<file path="config.mk">
export PLATFORM = sky130hd
export DESIGN_NAME = pipeline_ctrl
export DESIGN_NICKNAME = d
export VERILOG_FILES = /design/src/rtl/pipeline_ctrl.sv
export SDC_FILE = /design/constraint.sdc
export NUM_CORES = 1
export LEC_CHECK = 0
export CAP_MARGIN = 5
export CORE_ASPECT_RATIO = 1.5
export CORE_MARGIN = 2
export CORE_UTILIZATION = 55
export CTS_BUF_LIST = sky130_fd_sc_hd__clkbuf_2
export CTS_CLUSTER_SIZE = 25
export DETAILED_ROUTE_END_ITERATION = 10
export HOLD_SLACK_MARGIN = 0.02
export PLACE_DENSITY = 0.89
export SLEW_MARGIN = 30
export SYNTH_ARGS = -nofsm -noshare
export SYNTH_HDL_FRONTEND = slang
export SYNTH_SLANG_ARGS = --single-unit
</file>
<file path="constraint.sdc">
create_clock -name clk -period 4.9 [get_ports clk]
set_clock_uncertainty 0.2 [all_clocks]
set_input_delay 1.47 -clock clk [delete_from_list [all_inputs] [get_ports clk]]
set_output_delay 1.47 -clock clk [all_outputs]
set_load 0.02 [all_outputs]
</file>
<file path="src/rtl/pipeline_ctrl.sv">
// Pipeline sequencer: turns debug commands, load-use stalls, taken branches and
// decoded HALT into per-stage register enables/flushes, draining before freezing.
module pipeline_ctrl #(
    parameter int CNT_WIDTH    = 32,
    parameter int DRAIN_CYCLES = 3
) (
    input  logic                 clk,
    input  logic                 i_rst,
    input  logic                 i_start,
    input  logic                 i_step,
    input  logic                 i_halt_req,
    input  logic                 i_load_use,
    input  logic                 i_branch_taken,
    input  logic                 i_halt_instr,
    output logic                 o_pc_en,
    output logic                 o_if_id_en,
    output logic                 o_id_ex_en,
    output logic                 o_ex_mem_en,
    output logic                 o_mem_wb_en,
    output logic                 o_if_id_flush,
    output logic                 o_id_ex_flush,
    output logic [2:0]           o_state,
    output logic                 o_done,
    output logic [CNT_WIDTH-1:0] o_cycle_cnt
);

    typedef enum logic [2:0] {
        IDLE  = 3'd0,
        RUN   = 3'd1,
        STEP  = 3'd2,
        DRAIN = 3'd3,
        DONE  = 3'd4
    } state_t;

    localparam int DW = (DRAIN_CYCLES > 1) ? $clog2(DRAIN_CYCLES) : 1;
    localparam logic [DW-1:0] DRAIN_LAST = DW'(DRAIN_CYCLES - 1);

    state_t          state;
    logic [DW-1:0]   drain_cnt;
    logic            adv;
    logic            halt_accept;

    assign adv         = (state == RUN) || (state == STEP) || (state == DRAIN);
    // A load-use stall holds the HALT in ID, so it cannot be accepted that cycle.
    assign halt_accept = ((state == RUN) || (state == STEP)) && i_halt_instr && !i_load_use;

    // NOTE: sequential state uses non-blocking assignments so every register
    // samples the pre-edge values regardless of statement order.
    always_ff @(posedge clk) begin
        if (i_rst) begin
            state       <= IDLE;
            drain_cnt   <= '0;
            o_cycle_cnt <= '0;
        end else begin
            if (adv && !(&o_cycle_cnt))
                o_cycle_cnt <= o_cycle_cnt + 1'b1;

            case (state)
                IDLE: begin
                    if (i_start)     state <= RUN;
                    else if (i_step) state <= STEP;
                end
                RUN: begin
                    if (halt_accept) begin
                        state     <= DRAIN;
                        drain_cnt <= '0;
                    end else if (i_halt_req) begin
                        state <= IDLE;
                    end
                end
                STEP: begin
                    if (halt_accept) begin
                        state     <= DRAIN;
                        drain_cnt <= '0;
                    end else begin
                        state <= IDLE;
                    end
                end
                DRAIN: begin
                    if (drain_cnt == DRAIN_LAST) state <= DONE;
                    else                         drain_cnt <= drain_cnt + 1'b1;
                end
                DONE:    state <= DONE;
                default: state <= IDLE;
            endcase
        end
    end

    // NOTE: every output gets a default before the case so no path infers a latch.
    always_comb begin
        o_pc_en       = 1'b0;
        o_if_id_en    = 1'b0;
        o_id_ex_en    = 1'b0;
        o_ex_mem_en   = 1'b0;
        o_mem_wb_en   = 1'b0;
        o_if_id_flush = 1'b0;
        o_id_ex_flush = 1'b0;

        case (state)
            RUN, STEP: begin
                o_id_ex_en  = 1'b1;
                o_ex_mem_en = 1'b1;
                o_mem_wb_en = 1'b1;
                if (i_load_use) begin
                    o_id_ex_flush = 1'b1;
                end else if (i_halt_instr) begin
                    o_if_id_flush = 1'b1;
                end else begin
                    o_pc_en       = 1'b1;
                    o_if_id_en    = 1'b1;
                    o_if_id_flush = i_branch_taken;
                end
            end
            DRAIN: begin
                o_id_ex_en    = 1'b1;
                o_ex_mem_en   = 1'b1;
                o_mem_wb_en   = 1'b1;
                o_id_ex_flush = 1'b1;
            end
            default: ;
        endcase
    end

    assign o_state = state;
    assign o_done  = (state == DONE);

endmodule

</file>
==> impl_metrics.env, run 1 <==
export IMPL_htreeDepth=2
export IMPL_worstHoldPathCells=2
export IMPL_worst_slew_pin_slew_ns=0.8657
export IMPL_rrSetupSlack_ns=1.94
export IMPL_cap_violations=0
export IMPL_grt_start_max_net_pins=25
export IMPL_viasPerCell=6.021
export IMPL_setup_violations=0
export IMPL_slew_headroom=0.4210
export IMPL_antenna_found_initial=0
export IMPL_async_flop_share=0
export IMPL_cts_buffer_depth=2
export IMPL_first_pass_iters=4
export IMPL_synth_seq_cells=37
export IMPL_p_leak_uw=0.0008247
export IMPL_initial_utilization=0.5649
export IMPL_p_sw_frac=0.2447
export IMPL_first_iter_violations=47
export IMPL_area_growth_pct=28.31
export IMPL_synth_ff_type="dfxtp_1"
export IMPL_min_from="o_cycle_cnt[29]"
export IMPL_hpwl_um=3306
export IMPL_die_x_um=53.75
export IMPL_synth_area_leader_cell="dfxtp_1"
export IMPL_final_antenna_net_count=0
export IMPL_placed_cells=330
export IMPL_gp_congestion=0.7714
export IMPL_yosys_top_cells_area="dfxtp_1 36%, a21oi_1 6.6%, or4_1 4.4%"
export IMPL_dieArea_um2=4226
export IMPL_power_density_nw_per_um2=242.1
export IMPL_gr_usage_all_layers=0.2417
export IMPL_rsz0062_at_grt="no"
export IMPL_post_cts_buffers=0
export IMPL_pwr_share_comb=0.123
export IMPL_reg2reg_depth=6
export IMPL_p_total_uw=634.3
export IMPL_io_pins=51
export IMPL_ys_types=47
export IMPL_finalNetCount=304
export IMPL_final_common_cell="clkdlybuf4s50_1"
export IMPL_clk_pin_slew_ns=0.18
export IMPL_peakVddDrop_v=0.0002489
export IMPL_final_cell_mix="50 x clkdlybuf4s50_1, 37 x dfxtp_1, 27 x a21oi_1"
export IMPL_hold_viol_final=0
export IMPL_required_ns=3.23
export IMPL_holdWs_ns=0.3076
export IMPL_gr_total_overflow=0
export IMPL_diodes=0
export IMPL_hold_class="reg -> reg"
export IMPL_fin_crit_sh=0.9674
export IMPL_worstReg2RegEnd="o_cycle_cnt[13]"
export IMPL_fin_crit_ns=4.740
export IMPL_wl_per_cell_um=13.80
export IMPL_rows=27
export IMPL_max_freq_mhz=211.0
export IMPL_syn_cell_area_um2=2042
export IMPL_first_global_vias=1847
export IMPL_synth_avg_cell_area_um2=8.201
export IMPL_portBuffers=50
export IMPL_cts_repair_resized=0
export IMPL_drt_wl_total_um=4664
export IMPL_status="finished, final reports clean"
export IMPL_intPower_uw=479.1
export IMPL_yosysSeqAreaShare=0.3627
export IMPL_drive_gt1_frac=0.09492
export IMPL_crit_chain="clkdlybuf4s50_1 -> or3_1 -> nor2_1 -> clkdlybuf4s50_1"
export IMPL_crit_path_start_kind="input port"
export IMPL_cts_tree="done"
export IMPL_synth_cells=249
export IMPL_fp_coreArea_um2=3615
export IMPL_synth_top_area_share=0.3627
export IMPL_max_stage_delay_ns=0.62
export IMPL_fin_setup_tns_ns=0
export IMPL_num_vias=2035
export IMPL_synth_edf_count=0
export IMPL_crit_fanout=5
export IMPL_cts_buffers_inserted=5
export IMPL_worst_ep_arrival_time_ns=3.07
export IMPL_root_buffer="clkbuf_2"
export IMPL_finalMaxSlewViolations=0
export IMPL_p_sw_uw=155.2
export IMPL_seqPwrFrac=0.494
export IMPL_r2r_start="o_cycle_cnt[4]"
export IMPL_grt_pass1_wl_um=7762
export IMPL_p_clk_frac=0.383
export IMPL_cp_slowest_cell="clkdlybuf4s50_1"
export IMPL_critPathKind="in -> out"
export IMPL_postCtsHoldBufs=0
export IMPL_clkLatencyLatePin_ns=0.42
export IMPL_whs_endpoint="o_cycle_cnt[29]"
export IMPL_cp_common_cell="clkdlybuf4s50_1"
export IMPL_clkSinkCount=37
export IMPL_yosysWarnings=0
export IMPL_die_h_um=78.63
export IMPL_drc=0
export IMPL_fin_util=0.7248
export IMPL_layoutNonFillerInstCount=338
export IMPL_crit_path_end_kind="primary output"
export IMPL_synth_fp_nets=259
==> worst max path at each step <==
stage               startpoint         end  slack (ns)
finish              i_load_use  o_if_id_en        0.16
floorplan           i_load_use     o_pc_en        0.86
global placement    i_load_use     o_pc_en        0.20
global route        i_load_use     o_pc_en        0.08
detailed placement  i_load_use  o_if_id_en        0.16
CTS                 i_load_use  o_if_id_en        0.15
==> logic make-up after synthesis <==
group | Yosys count | synth area share
AND/OR/NAND/NOR | 116 | 0.3315
AO/OA/AOI/OAI | 62 | 0.1844
flip-flops | 37 | 0.3627
buffers and inverters | 23 | 0.06005
XOR/XNOR | 5 | 0.02145
multiplexers | 4 | 0.02757
adder cells (fa/ha/maj) | 2 | 0.01225
==> Yosys cell counts, types with 3 or more instances <==
cell	instances
or3_1	13
nor2b_1	6
inv_1	7
o21ai_1	5
buf_4	3
nor3_1	6
o21ai_0	6
nor4_1	3
nand2_1	16
nor2_1	23
o31ai_1	11
nand4_1	6
or2_2	3
or4_1	12
xnor2_1	4
buf_6	3
dfxtp_1	37
nand3_1	13
a21oi_1	27
mux2_4	3
clkbuf_1	8
==> power by group through the flow <==
| stage | logic, uW | registers (uW) | clock network [uW] |
|---|---|---|---|
| after global routing | 83.6 | 315 | 255 |
| after CTS | 78.4 | 313 | 245 |
| final | 77.9 | 313 | 243 |
| after floorplan | 45.9 | 320 | 0 |
| after global placement | 76.0 | 320 | 0 |
| after detailed placement | 78.2 | 319 | 0 |
==> worst max-delay path, delay by kind of cell <==
kind | cells | cell delay (ns)
simple gates | 2 | 0.52
buf+inv | 2 | 1.09
==> registers in the layout (all words and copies together), names as in the netlist <==
name,count
o_state,3
drain_cnt,2
o_cycle_cnt,32
==> area by class of cell <==
class / instances / area, um^2
multi-input combinational: 189 / 1179
fill: 283 / 994.7
sequential: 37 / 740.7
timing repair buffer: 54 / 530.5
clock inverter: 3 / 65.06
tap: 43 / 53.80
inverter: 7 / 26.28
clock buffer: 5 / 25.02
==> stage by stage <==
step | setup slack (ns) | cell area, um^2
3_3_place_gp | 0.1957 | 2530
2_1_floorplan | 0.8604 | 2042
6_report | 0.1598 | 2620
5_1_grt | 0.08071 | 2620
4_1_cts | 0.1529 | 2620
3_5_place_dp | 0.1612 | 2530
==> metal layers <==
metal / global-route usage / wire length (um) / vias to the layer above
met3: 0.05894 / 210 / 6
met2: 0.4110 / 2359 / 49
met1: 0.2761 / 2013 / 970
li1: - / - / 1010
met5: 0 / 0 / -
met4: 0.1000 / 80 / 0
(Power assumes the default switching activity.)
==> run 2: changes to the inputs <==
--- a/config.mk
+++ b/config.mk
@@ -5,7 +5,7 @@
 export SDC_FILE = /design/constraint.sdc
 export NUM_CORES = 1
 export LEC_CHECK = 0
-export CAP_MARGIN = 5
+export CAP_MARGIN = 30
 export CORE_ASPECT_RATIO = 1.5
 export CORE_MARGIN = 2
 export CORE_UTILIZATION = 55
==> results of run 2 <==
Same layout as run 1: the final DEF is identical, and so are final timing and power.
==> run 3: changes to the inputs <==
--- a/config.mk
+++ b/config.mk
@@ -5,15 +5,15 @@
 export SDC_FILE = /design/constraint.sdc
 export NUM_CORES = 1
 export LEC_CHECK = 0
+export ABC_AREA = 1
 export CAP_MARGIN = 30
-export CORE_ASPECT_RATIO = 1.5
 export CORE_MARGIN = 2
-export CORE_UTILIZATION = 55
+export CORE_UTILIZATION = 35
 export CTS_BUF_LIST = sky130_fd_sc_hd__clkbuf_2
 export CTS_CLUSTER_SIZE = 25
 export DETAILED_ROUTE_END_ITERATION = 10
 export HOLD_SLACK_MARGIN = 0.02
-export PLACE_DENSITY = 0.89
+export PLACE_DENSITY = 0.59
 export SLEW_MARGIN = 30
 export SYNTH_ARGS = -nofsm -noshare
 export SYNTH_HDL_FRONTEND = slang
==> impl_metrics.env, run 3 <==
export IMPL_status="finished, final reports clean"
export IMPL_htreeDepth=2
export IMPL_synth_area_leader_cell="dfxtp_1"
export IMPL_hpwl_um=4932
export IMPL_first_iter_violations=89
export IMPL_slew_headroom=0.7165
export IMPL_finalMaxSlewViolations=0
export IMPL_cts_buffer_depth=2
export IMPL_finalNetCount=470
export IMPL_wl_met2_um=2936
export IMPL_root_buffer="clkbuf_2"
export IMPL_required_ns=3.23
export IMPL_regMostFlops="o_cycle_cnt"
export IMPL_crit_path_start_kind="input port"
export IMPL_clkSinkCount=37
export IMPL_portBuffers=50
export IMPL_pwr_share_comb=0.300
export IMPL_async_flop_share=0
export IMPL_cts_repair_resized=0
export IMPL_die_x_um=90.27
export IMPL_rsz0062_at_grt="no"
export IMPL_clk_pin_slew_ns=0.19
export IMPL_grt_pass1_wl_um=10940
export IMPL_dieArea_um2=8149
export IMPL_yosysWarnings=0
export IMPL_largest_reg_flops=32
export IMPL_yosys_top_cells_count="132 x nand2_1, 70 x nor2_1, 46 x inv_1, 37 x dfxtp_1, 22 x nand3_1"
export IMPL_crit_path_end_kind="primary output"
export IMPL_gp_congestion=0.8152
export IMPL_clkLatencyLatePin_ns=0.40
export IMPL_drive_gt1_frac=0.1280
export IMPL_p_sw_frac=0.3569
export IMPL_worst_slew_pin_slew_ns=0.4252
export IMPL_synth_seq_cells=37
export IMPL_p_clk_frac=0.261
export IMPL_top_layer="met4"
export IMPL_critPathKind="in -> out"
export IMPL_first_global_vias=2299
export IMPL_synth_cells=413
export IMPL_max_freq_mhz=223.0
export IMPL_area_growth_pct=22.91
export IMPL_yosysSeqAreaShare=0.2843
export IMPL_syn_cell_area_um2=2605
export IMPL_gr_total_overflow=0
export IMPL_antenna_found_initial=0
export IMPL_dp_slack_ns=0.4103
export IMPL_power_density_nw_per_um2=231.1
export IMPL_final_cell_mix="132 x nand2_1, 70 x nor2_1, 50 x clkdlybuf4s50_1"
export IMPL_synth_fp_nets=423
export IMPL_p_leak_uw=0.001188
export IMPL_drc=0
export IMPL_grt_start_max_net_pins=28
export IMPL_synth_top_area_share=0.2843
export IMPL_initial_utilization=0.3611
export IMPL_hold_class="reg -> reg"
export IMPL_synth_avg_cell_area_um2=6.308
export IMPL_crit_fanout=3
export IMPL_cts_tree="done"
export IMPL_final_antenna_net_count=0
export IMPL_worst_ep_arrival_time_ns=2.81
export IMPL_num_vias=2549
export IMPL_cts_buffers_inserted=5
export IMPL_die_h_um=90.27
export IMPL_hold_viol_final=0
export IMPL_cap_violations=0
export IMPL_wl_met1_um=3273
export IMPL_synth_most_common_cell="nand2_1"
export IMPL_fin_setup_tns_ns=0
export IMPL_fin_ws_ns=0.4161
export IMPL_ys_types=29
export IMPL_seqPwrFrac=0.438
export IMPL_setup_violations=0
export IMPL_fin_crit_sh=0.9151
export IMPL_yosys_top_cells_area="dfxtp_1 28%, nand2_1 19%, nor2_1 10%"
export IMPL_viasPerCell=4.552
export IMPL_intPower_uw=475.9
export IMPL_io_pins=51
export IMPL_synth_ff_type="dfxtp_1"
export IMPL_first_pass_iters=4
export IMPL_final_common_cell="nand2_1"
export IMPL_synth_edf_count=0
export IMPL_postCtsHoldBufs=0
export IMPL_gr_usage_all_layers=0.1630
export IMPL_route_met3_wl_um=247
export IMPL_rows=31
export IMPL_wl_per_cell_um=11.66
export IMPL_fin_crit_ns=4.484
export IMPL_fill_cells=784
export IMPL_peakVddDrop_v=0.00008851
export IMPL_fp_coreArea_um2=7214
export IMPL_post_cts_buffers=0
export IMPL_p_sw_uw=264.1
export IMPL_diodes=0
export IMPL_drt_wl_total_um=6529
[run 3: critical path: stages]
cell,delay (ns)
clkdlybuf4s50_1,0.45
nor3_1,0.24
clkdlybuf4s50_1,0.65
[run 3: final timing paths]
kind | startpoint | to | slack, ns | cells past startpoint
min | drain_cnt[1] | drain_cnt[1] | 0.28 | 2
max | i_halt_instr | o_if_id_en | 0.42 | 3
min reg2reg | drain_cnt[1] | drain_cnt[1] | 0.28 | 2
max reg2reg | o_cycle_cnt[0] | o_cycle_cnt[25] | 2.51 | 10
[run 3: layout make-up]
type / instances / area (um^2) / area share
Inverter: 47 / 178.9 / 0.05588
Clock buffer: 6 / 30.03 / 0.009379
Clock inverter: 2 / 33.78 / 0.01055
Tap cell: 99 / 123.9 / 0.03869
Timing Repair Buffer: 52 / 515.5 / 0.1610
Multi-Input combinational cell: 317 / 1579 / 0.4932
Sequential cell: 37 / 740.7 / 0.2313
[run 3: kinds of logic after synthesis]
| logic type | count (synthesis) | share of synthesized area |
|---|---|---|
| flops | 37 | 0.2843 |
| xor+xnor | 14 | 0.04707 |
| fa+ha+maj | 2 | 0.009605 |
| simple gates | 269 | 0.4582 |
| buf+inv | 59 | 0.1095 |
| compound gates | 32 | 0.09126 |
[run 3: layer usage]
layer | global-route usage | up-vias
met2 | 0.2682 | 46
met1 | 0.2171 | 1134
met5 | 0 | -
met4 | 0.04487 | 0
met3 | 0.03339 | 6
li1 | - | 1363
[run 3: stage by stage]
stage	utilization	std cells	total power [uW]	hold WS [ns]	area (um^2)
after floorplan	-	413	515.3	0.2426	2605
after global placement	0.4350	552	554.3	0.2552	3138
after detailed placement	0.4350	552	558.2	0.2565	3138
after CTS	0.4438	560	753.0	0.2805	3202
after global routing	0.4438	560	789.3	0.3030	3202
final	0.4438	560	740.0	0.2802	3202
[run 3: power by group through the flow]
stage          clock network [uW]  registers (uW)  logic [uW]
6_report                      193             324         222
5_1_grt                       218             327         245
4_1_cts                       201             324         228
3_5_place_dp                    0             330         228
3_3_place_gp                    0             331         224
2_1_floorplan                   0             340         175
